<file path="src/rtl/i2c_slave_regif_ext.sv">
// I2C/SMBus slave front-end for CPLD register files.
// Filtered pins, masked address match, 1/2-byte offset, auto-increment, SCL-low timeout.
module i2c_slave_regif_ext #(
  parameter int OFFSET_BYTES = 1,
  parameter int AUTO_INC     = 1,
  parameter int FILT_DEPTH   = 3,
  parameter int TIMEOUT_CYC  = 0,
  localparam int OFF_W       = 8 * OFFSET_BYTES
) (
  input  logic             clk,
  input  logic             nrst,
  input  logic [6:0]       i2c_slave_addr,
  input  logic [6:0]       addr_mask,
  input  logic             scl_i,
  input  logic             sda_i,
  output logic             sda_oe,
  output logic [OFF_W-1:0] offset,
  output logic [7:0]       wr_data,
  output logic             wr_en,
  output logic             rd_en,
  input  logic [7:0]       rd_data,
  output logic [6:0]       addr_hit,
  output logic             start,
  output logic             stop,
  output logic             timeout,
  output logic             busy
);

  localparam int CW = $clog2(FILT_DEPTH + 1);

  typedef enum logic [3:0] {
    IDLE, ADR, ADR_ACK, OFF, OFF_ACK,
    WDAT, WDAT_ACK, RDAT, RDAT_ACK, IGNORE
  } state_t;

  // bit 1 = SCL, bit 0 = SDA
  logic [1:0] s1_q, s1_d, s2_q, s2_d;
  logic [1:0] flt_q, flt_d, prv_q, prv_d;
  logic [1:0][CW-1:0] fc_q, fc_d;

  state_t           state_q, state_d;
  logic [3:0]       bc_q, bc_d;
  logic [7:0]       sh_q, sh_d;
  logic             rw_q, rw_d;
  logic             ocnt_q, ocnt_d;
  logic             mack_q, mack_d;
  logic             inc_q, inc_d;
  logic [OFF_W-1:0] offset_q, offset_d;
  logic [7:0]       wr_data_q, wr_data_d;
  logic             wr_en_q, wr_en_d;
  logic             rd_en_q, rd_en_d;
  logic [6:0]       addr_hit_q, addr_hit_d;
  logic             oe_q, oe_d;
  logic             start_q, start_d;
  logic             stop_q, stop_d;
  logic             to_q, to_d;
  logic [31:0]      tcnt_q, tcnt_d;

  logic             scl_f, sda_f;
  logic             scl_pos, scl_neg;
  logic             start_det, stop_det;
  logic             match, byte_done, ack_done, last_off;
  logic [OFF_W+7:0] off_cat;

  assign scl_f     = flt_q[1];
  assign sda_f     = flt_q[0];
  assign scl_pos   = flt_q[1] & ~prv_q[1];
  assign scl_neg   = ~flt_q[1] & prv_q[1];
  assign start_det = prv_q[0] & ~flt_q[0] & flt_q[1] & prv_q[1];
  assign stop_det  = ~prv_q[0] & flt_q[0] & flt_q[1] & prv_q[1];
  assign match     = ((sh_q[7:1] ^ i2c_slave_addr) & ~addr_mask) == 7'd0;
  assign byte_done = scl_neg && (bc_q == 4'd8);
  assign ack_done  = scl_neg && (bc_q == 4'd1);
  assign last_off  = int'(ocnt_q) == OFFSET_BYTES - 1;
  assign off_cat   = {offset_q, sh_q};

  // Synchroniser plus per-line run-length glitch filter
  always_comb begin
    s1_d  = {scl_i, sda_i};
    s2_d  = s1_q;
    prv_d = flt_q;
    flt_d = flt_q;
    fc_d  = '0;
    for (int i = 0; i < 2; i++) begin
      if (s2_q[i] != flt_q[i]) begin
        if (fc_q[i] == CW'(FILT_DEPTH - 1)) flt_d[i] = s2_q[i];
        else fc_d[i] = fc_q[i] + CW'(1);
      end
    end
  end

  // Filter registers; idle bus levels are high
  always_ff @(posedge clk or negedge nrst) begin
    if (!nrst) begin
      s1_q  <= 2'b11;
      s2_q  <= 2'b11;
      flt_q <= 2'b11;
      prv_q <= 2'b11;
      fc_q  <= '0;
    end else begin
      s1_q  <= s1_d;
      s2_q  <= s2_d;
      flt_q <= flt_d;
      prv_q <= prv_d;
      fc_q  <= fc_d;
    end
  end

  // Protocol FSM: sample on SCL rise, move/drive on SCL fall
  always_comb begin
    state_d    = state_q;
    bc_d       = bc_q;
    sh_d       = sh_q;
    rw_d       = rw_q;
    ocnt_d     = ocnt_q;
    mack_d     = mack_q;
    inc_d      = 1'b0;
    offset_d   = offset_q;
    wr_data_d  = wr_data_q;
    wr_en_d    = 1'b0;
    rd_en_d    = 1'b0;
    addr_hit_d = addr_hit_q;
    oe_d       = oe_q;
    start_d    = start_det;
    stop_d     = stop_det;
    to_d       = 1'b0;
    tcnt_d     = '0;
    if (inc_q) offset_d = offset_q + OFF_W'(1);
    if (scl_pos) bc_d = bc_q + 4'd1;
    unique case (state_q)
      ADR: begin
        if (scl_pos) sh_d = {sh_q[6:0], sda_f};
        if (byte_done) begin
          bc_d = '0;
          if (match) begin
            state_d    = ADR_ACK;
            addr_hit_d = sh_q[7:1];
            rw_d       = sh_q[0];
            oe_d       = 1'b1;
          end else begin
            state_d = IGNORE;
          end
        end
      end
      ADR_ACK: begin
        if (scl_pos) rd_en_d = rw_q;
        if (ack_done) begin
          bc_d = '0;
          if (rw_q) begin
            state_d = RDAT;
            sh_d    = rd_data;
            oe_d    = ~rd_data[7];
          end else begin
            state_d = OFF;
            ocnt_d  = 1'b0;
            oe_d    = 1'b0;
          end
        end
      end
      OFF: begin
        if (scl_pos) sh_d = {sh_q[6:0], sda_f};
        if (byte_done) begin
          bc_d     = '0;
          offset_d = off_cat[OFF_W-1:0];
          state_d  = OFF_ACK;
          oe_d     = 1'b1;
        end
      end
      OFF_ACK: begin
        if (ack_done) begin
          bc_d = '0;
          oe_d = 1'b0;
          if (last_off) begin
            state_d = WDAT;
          end else begin
            state_d = OFF;
            ocnt_d  = 1'b1;
          end
        end
      end
      WDAT: begin
        if (scl_pos) sh_d = {sh_q[6:0], sda_f};
        if (byte_done) begin
          bc_d    = '0;
          state_d = WDAT_ACK;
          oe_d    = 1'b1;
        end
      end
      WDAT_ACK: begin
        if (scl_pos) begin
          wr_data_d = sh_q;
          wr_en_d   = 1'b1;
          inc_d     = AUTO_INC != 0;
        end
        if (ack_done) begin
          bc_d    = '0;
          state_d = WDAT;
          oe_d    = 1'b0;
        end
      end
      RDAT: begin
        if (byte_done) begin
          bc_d    = '0;
          state_d = RDAT_ACK;
          oe_d    = 1'b0;
        end else if (scl_neg) begin
          sh_d = {sh_q[6:0], 1'b0};
          oe_d = ~sh_q[6];
        end
      end
      RDAT_ACK: begin
        if (scl_pos) begin
          mack_d = ~sda_f;
          if (!sda_f) begin
            rd_en_d = 1'b1;
            if (AUTO_INC != 0) offset_d = offset_q + OFF_W'(1);
          end
        end
        if (ack_done) begin
          bc_d = '0;
          if (mack_q) begin
            state_d = RDAT;
            sh_d    = rd_data;
            oe_d    = ~rd_data[7];
          end else begin
            state_d = IGNORE;
            oe_d    = 1'b0;
          end
        end
      end
      default: ;
    endcase
    if (start_det) begin
      state_d = ADR;
      bc_d    = '0;
      oe_d    = 1'b0;
    end else if (stop_det) begin
      state_d = IDLE;
      bc_d    = '0;
      oe_d    = 1'b0;
    end
    if (TIMEOUT_CYC != 0 && state_q != IDLE && !scl_f) begin
      tcnt_d = tcnt_q + 32'd1;
      if (tcnt_d >= 32'(TIMEOUT_CYC)) begin
        state_d = IDLE;
        bc_d    = '0;
        oe_d    = 1'b0;
        to_d    = 1'b1;
        tcnt_d  = '0;
      end
    end
  end

  // FSM and output registers
  always_ff @(posedge clk or negedge nrst) begin
    if (!nrst) begin
      state_q    <= IDLE;
      bc_q       <= '0;
      sh_q       <= '0;
      rw_q       <= 1'b0;
      ocnt_q     <= 1'b0;
      mack_q     <= 1'b0;
      inc_q      <= 1'b0;
      offset_q   <= '0;
      wr_data_q  <= '0;
      wr_en_q    <= 1'b0;
      rd_en_q    <= 1'b0;
      addr_hit_q <= '0;
      oe_q       <= 1'b0;
      start_q    <= 1'b0;
      stop_q     <= 1'b0;
      to_q       <= 1'b0;
      tcnt_q     <= '0;
    end else begin
      state_q    <= state_d;
      bc_q       <= bc_d;
      sh_q       <= sh_d;
      rw_q       <= rw_d;
      ocnt_q     <= ocnt_d;
      mack_q     <= mack_d;
      inc_q      <= inc_d;
      offset_q   <= offset_d;
      wr_data_q  <= wr_data_d;
      wr_en_q    <= wr_en_d;
      rd_en_q    <= rd_en_d;
      addr_hit_q <= addr_hit_d;
      oe_q       <= oe_d;
      start_q    <= start_d;
      stop_q     <= stop_d;
      to_q       <= to_d;
      tcnt_q     <= tcnt_d;
    end
  end

  assign sda_oe   = oe_q;
  assign offset   = offset_q;
  assign wr_data  = wr_data_q;
  assign wr_en    = wr_en_q;
  assign rd_en    = rd_en_q;
  assign addr_hit = addr_hit_q;
  assign start    = start_q;
  assign stop     = stop_q;
  assign timeout  = to_q;
  assign busy     = state_q != IDLE;

endmodule

</file>
<file path="config.mk">
export PLATFORM = sky130hd
export DESIGN_NAME = i2c_slave_regif_ext
export DESIGN_NICKNAME = d
export VERILOG_FILES = /design/src/rtl/i2c_slave_regif_ext.sv
export SDC_FILE = /design/constraint.sdc
export NUM_CORES = 1
export LEC_CHECK = 0
export ABC_CLOCK_PERIOD_IN_PS = 2300
export BUFFER_PORTS_ARGS = -buffer_cell sky130_fd_sc_hd__buf_2
export CAP_MARGIN = 20
export CORE_MARGIN = 2
export CORE_UTILIZATION = 50
export DETAILED_ROUTE_END_ITERATION = 10
export PLACE_DENSITY = 0.76
export SLEW_MARGIN = 20
export SYNTH_ARGS = -nofsm -noshare
export SYNTH_HDL_FRONTEND = slang
export SYNTH_SLANG_ARGS = --single-unit
</file>
<file path="constraint.sdc">
create_clock -name clk -period 2.3 [get_ports clk]
set_input_delay 0.46 -clock clk [delete_from_list [all_inputs] [get_ports clk]]
set_output_delay 0.46 -clock clk [all_outputs]
set_load 0.02 [all_outputs]
</file>
## Word-level counts from Yosys, hierarchy flattened

Cells that the tools add are included.

| word-level totals | value |
|---|---|
| flip-flop bits (word level) | 59 |
| word-level logic and storage cells | 161 |
| output and inout bits | 30 |

| cells by class | value |
|---|---|
| mux-type cells | 62 |
| equality and inequality tests | 35 |
| add/subtract/negate cells | 4 |
| reduce and logical (&&, ||, !) cells | 22 |
| bitwise logic cells | 17 |

Operator list:

| cell | number |
|---|---|
| 8-bit 2-to-1 mux | 11 |
| 4-bit 2-to-1 mux | 17 |
| 4-bit != test, second input constant | 9 |
| 4-bit case mux with 8 select lines | 1 |
| 8-bit case mux with 4 select lines | 1 |
| 1-bit 2-to-1 mux | 21 |
| 4-bit by 3-bit == test with 1-bit output, second input constant | 4 |
| 2-bit != test, second input constant | 8 |
| 8-bit case mux with 2 select lines | 1 |
| 8-bit AND reduction | 2 |
| 10-bit nonzero test | 1 |
| 9-bit AND reduction | 1 |
| 8-bit by 1-bit adder with 8-bit output, second input constant | 1 |
| 1-bit AND | 8 |
| 4-bit by 1-bit == test with 1-bit output, second input constant | 2 |
| 4-bit by 2-bit == test with 1-bit output, second input constant | 2 |
| 4-bit == test, second input constant | 2 |
| 2-bit 2-to-1 mux | 4 |
| 4-bit by 1-bit != test with 1-bit output, second input constant | 2 |
| 4-bit case mux with 2 select lines | 1 |
| 2-bit AND reduction | 4 |
| 4-bit nonzero test | 2 |
| 8-bit nonzero test | 1 |
| 4-bit OR reduction | 2 |
| other kinds (20) | 32 |

## Depth between registers and ports, before layout

| logic depth | value |
|---|---|
| depth after elaboration | 8 |
| gate-level depth with buffers | 8 |
| depth with buffers taken out | 7 |

## Worst setup path before layout

No wires, ideal clock.

| timing path | value |
|---|---|
| kind | input-to-reg |
| start | input i2c_slave_addr[2] |
| end | register addr_hit_q[0] (netlist: addr_hit[0]) |
| setup slack | 231 ps |
| data required time | 2175 ps |
| cell stages on the path | 6 |
| arrival | 1944 ps |
| buffers on the path | 1 |
| setup time | 125 ps |
| path through | xor2_1 -> a222oi_1 -> nand3_1 -> or3_1 -> buf_6 -> mux2_4 |

| between the ends | value |
|---|---|
| longest elaborated chain between the ends | 4 |

Ends and longest elaborated chain:

| what | line | source |
|---|---|---|
| from (decl) | 12 | `input logic [6:0] i2c_slave_addr,` |
| 7-bit XOR | 71 | `assign match = ((sh_q[7:1] ^ i2c_slave_addr) & ~addr_mask) == 7'd0;` |
| 7-bit AND | 71 |  |
| 7-bit zero test | 71 |  |
| 3-bit AND reduction (no source line) | -- |  |
| to (signal assigned) | 286 | `addr_hit_q <= addr_hit_d;` |
| to (decl) | 52 | `logic [6:0] addr_hit_q, addr_hit_d;` |

No other way between the ends.
A chain may end at the register's enable or synchronous reset.

## Final worst setup path

| timing path | value |
|---|---|
| start | register sh_q[5] |
| end | register addr_hit_q[5] (netlist: addr_hit[5]) |

| between the ends | value |
|---|---|
| longest elaborated chain between the ends | 4 |

Ends and longest elaborated chain:

| what | line | source |
|---|---|---|
| from (decl) | 43 | `logic [7:0] sh_q, sh_d;` |
| from (signal assigned) | 259 | `sh_q <= '0;` |
| from (signal assigned) | 277 | `sh_q <= sh_d;` |
| 7-bit XOR | 71 |  |
| 7-bit AND | 71 |  |
| 7-bit zero test | 71 |  |
| 3-bit AND reduction (no source line) | -- |  |

No other way between the ends.

==> flow_metrics.tcl <==
set metrics [dict create \
    grtUsageTotal 0.228 \
    place.gp.congestion 0.851 \
    p_seq_frac 0.393 \
    total_power_mw 4.04 \
    avgSynthCellArea_um2 10.1 \
    synth_flop_cell "dfrtp_1" \
    p_clk_frac 0.230 \
    grt_pass1_wl_um 12500 \
    start_kind "flop" \
    setup_viol 0 \
    fmax_ghz 0.458 \
    final_common_cell "buf_2" \
    area_growth_pct 20.6 \
    synthesis.instances 309 \
    num_antenna_cells 0 \
    htreeDepth 3 \
    post-route-util 0.630 \
    rsz0062_at_grt "no" \
    initial_utilization 0.522 \
    p_switching_mw 1.52 \
    syn_nets 339 \
    path_class "reg -> reg" \
    clock_latency_ns 0.34 \
    crit_fanout 8 \
    synth-seq-cells 58 \
    p_comb_frac 0.377 \
    wl_per_cell_um 16.5 \
    drv_slew 0 \
    cts_buffers 9 \
    clkTransAtPathRegs_ns 0.07 \
    outcome "completed" \
    die_h_um 83.1 \
    finalHoldViolCount 0 \
    hold_class "in -> async" \
    drc 0 \
    swShare 0.377 \
    grt_max_degree 34 \
    antenna_found_initial 0 \
    core_mm2 0.00599 \
    drtIter0Drc 207 \
    intPower_mw 2.52 \
    hpwl_um 5470 \
    grt_pass1_vias 2595 \
    first_pass_iters 5 \
    end_kind "flop" \
    final_cell_mix "buf_2, dfrtp_1, nand2_1" \
    fin_nets 408 \
    power_density_mw_per_mm2 1070 \
    cts_tree "built" \
    clock-sinks 58 \
    hold_ws_ns 0.116 \
    row_count 28 \
    finClkSkew_ns 0.0104 \
    drtAntennaViolNets 0 \
    cts_setup_buffers 0 \
    clk_path_buf_depth 2 \
    viasPerCell 5.65 \
    final.setup.tns_ns 0 \
    die-area_mm2 0.00691 \
    maxCapViolCount 0 \
    boundaryPins 56 \
    critical_path_arrival_ns 2.41 \
    worstMarginPinSlew_ns 0.595 \
    die_width_um 83.1 \
    synth_seq_area_share 0.467 \
    portBuffers 54 \
    synth-edff-count 0 \
    vias 2587 \
    max_slew_margin 0.603 \
    cts_root_buffer "clkbuf_8" \
    post-route-period-util 0.949 \
    drive_above_1_share 0.329 \
    p_leak_nw 1.88 \
    netlist-cell-type-count 57 \
    ys_warn_count 0 \
    final.min_clock_period_ns 2.18 \
    crit_required_ns 2.52 \
    ys_async_sr_fraction 1.00 \
    vdd_drop_max_uv 712 \
    grt_overflow_total 0 \
    drt_wl_total_um 7540 \
    syn-cell-area_mm2 0.00313 \
]
## cell type report
cell class | count | area [um2]
clock buffers | 11 | 141
clock inverters | 5 | 55.1
fillers | 495 | 2220
inverters | 11 | 41.3
multi-input cells | 223 | 1550
flip-flops and latches | 58 | 1460
well taps | 75 | 93.8
repair buffers | 75 | 428
## power groups by stage
stage               logic (mW)  clock network, mW  registers (mW)
floorplan                 1.06                  0            1.50
global placement          1.47                  0            1.57
detailed placement        1.51                  0            1.59
CTS                       1.52              0.946            1.57
global route              1.68               1.00            1.61
finish                    1.52              0.931            1.59
## per-stage QoR
step	instances	worst slack, ns	area (um2)
floorplan	309	0.231	3130
global placement	442	0.108	3570
detailed placement	442	0.0273	3570
CTS	458	0.149	3770
global route	458	0.00304	3770
finish	458	0.117	3770
## worst max-delay path: stages (launching register included)
cell and delay, ns:
dfrtp_2 0.46, xor2_1 0.18, a222oi_1 0.37, nand3_1 0.16, or3_1 0.38, buf_4 0.20, mux2_4 0.31
## synth_stat cells (all sizes together), types with 3 or more instances
library cell | n | share of area
nor3b | 5 | 0.012
ha | 4 | 0.016
xnor2 | 8 | 0.022
nand4 | 3 | 0.0060
buf | 5 | 0.011
nand2 | 39 | 0.047
mux2i | 6 | 0.019
nor3 | 5 | 0.0080
dfrtp | 50 | 0.40
nor2b | 10 | 0.020
mux2 | 23 | 0.091
a21oi | 6 | 0.0096
nor2 | 22 | 0.026
clkbuf | 12 | 0.014
nand2b | 5 | 0.010
dfstp | 8 | 0.067
inv | 11 | 0.013
xor2 | 12 | 0.034
nand3 | 15 | 0.024
o21ai | 12 | 0.019
o31ai | 3 | 0.0072
a31oi | 4 | 0.0080
## cell families (layout without fill, tap and decap cells)
logic type               after synthesis  count (layout)  synth area share
AND/OR/NAND/NOR                      115             115             0.187
other                                  1               1           0.00120
buffers and inverters                 28             102            0.0384
AO/OA/AOI/OAI                         54              54             0.124
XOR/XNOR                              20              20            0.0560
multiplexers                          29              29             0.110
flip-flops                            58              58             0.467
adder cells (fa/ha/maj)                4               4            0.0160
## path summary, 6_finish.rpt
kind	start	slack, ns	cells past startpoint	endpoint
min in group clk	scl_i	0.21	1	s1_q[1]
max	sh_q[5]	0.12	6	addr_hit[5]
min reg2reg	s1_q[0]	0.36	0	s2_q[0]
min	nrst	0.12	2	state_q[1]
max reg2reg	sh_q[5]	0.12	6	addr_hit[5]
max in group asynchronous	nrst	1.81	2	flt_q[0]
## sequential cells by signal, indices dropped and copies added (netlist names), 4 cells and up
signal / flops
offset: 8
addr_hit: 7
sh_q: 8
bc_q: 4
state_q: 4
wr_data: 8
fc_q: 4
## repair_timing
item | CTS | global route
hold buffers | 0 | 0
setup endpoints to repair | 0 | 6
gates resized for setup | 0 | 2
## metal layers
metal	share of wire	global-route usage
met5	0	0
met4	0.015	0.0909
met3	0.050	0.0447
met2	0.48	0.367
met1	0.45	0.302
Note: power is estimated with default switching activity, not from simulation.
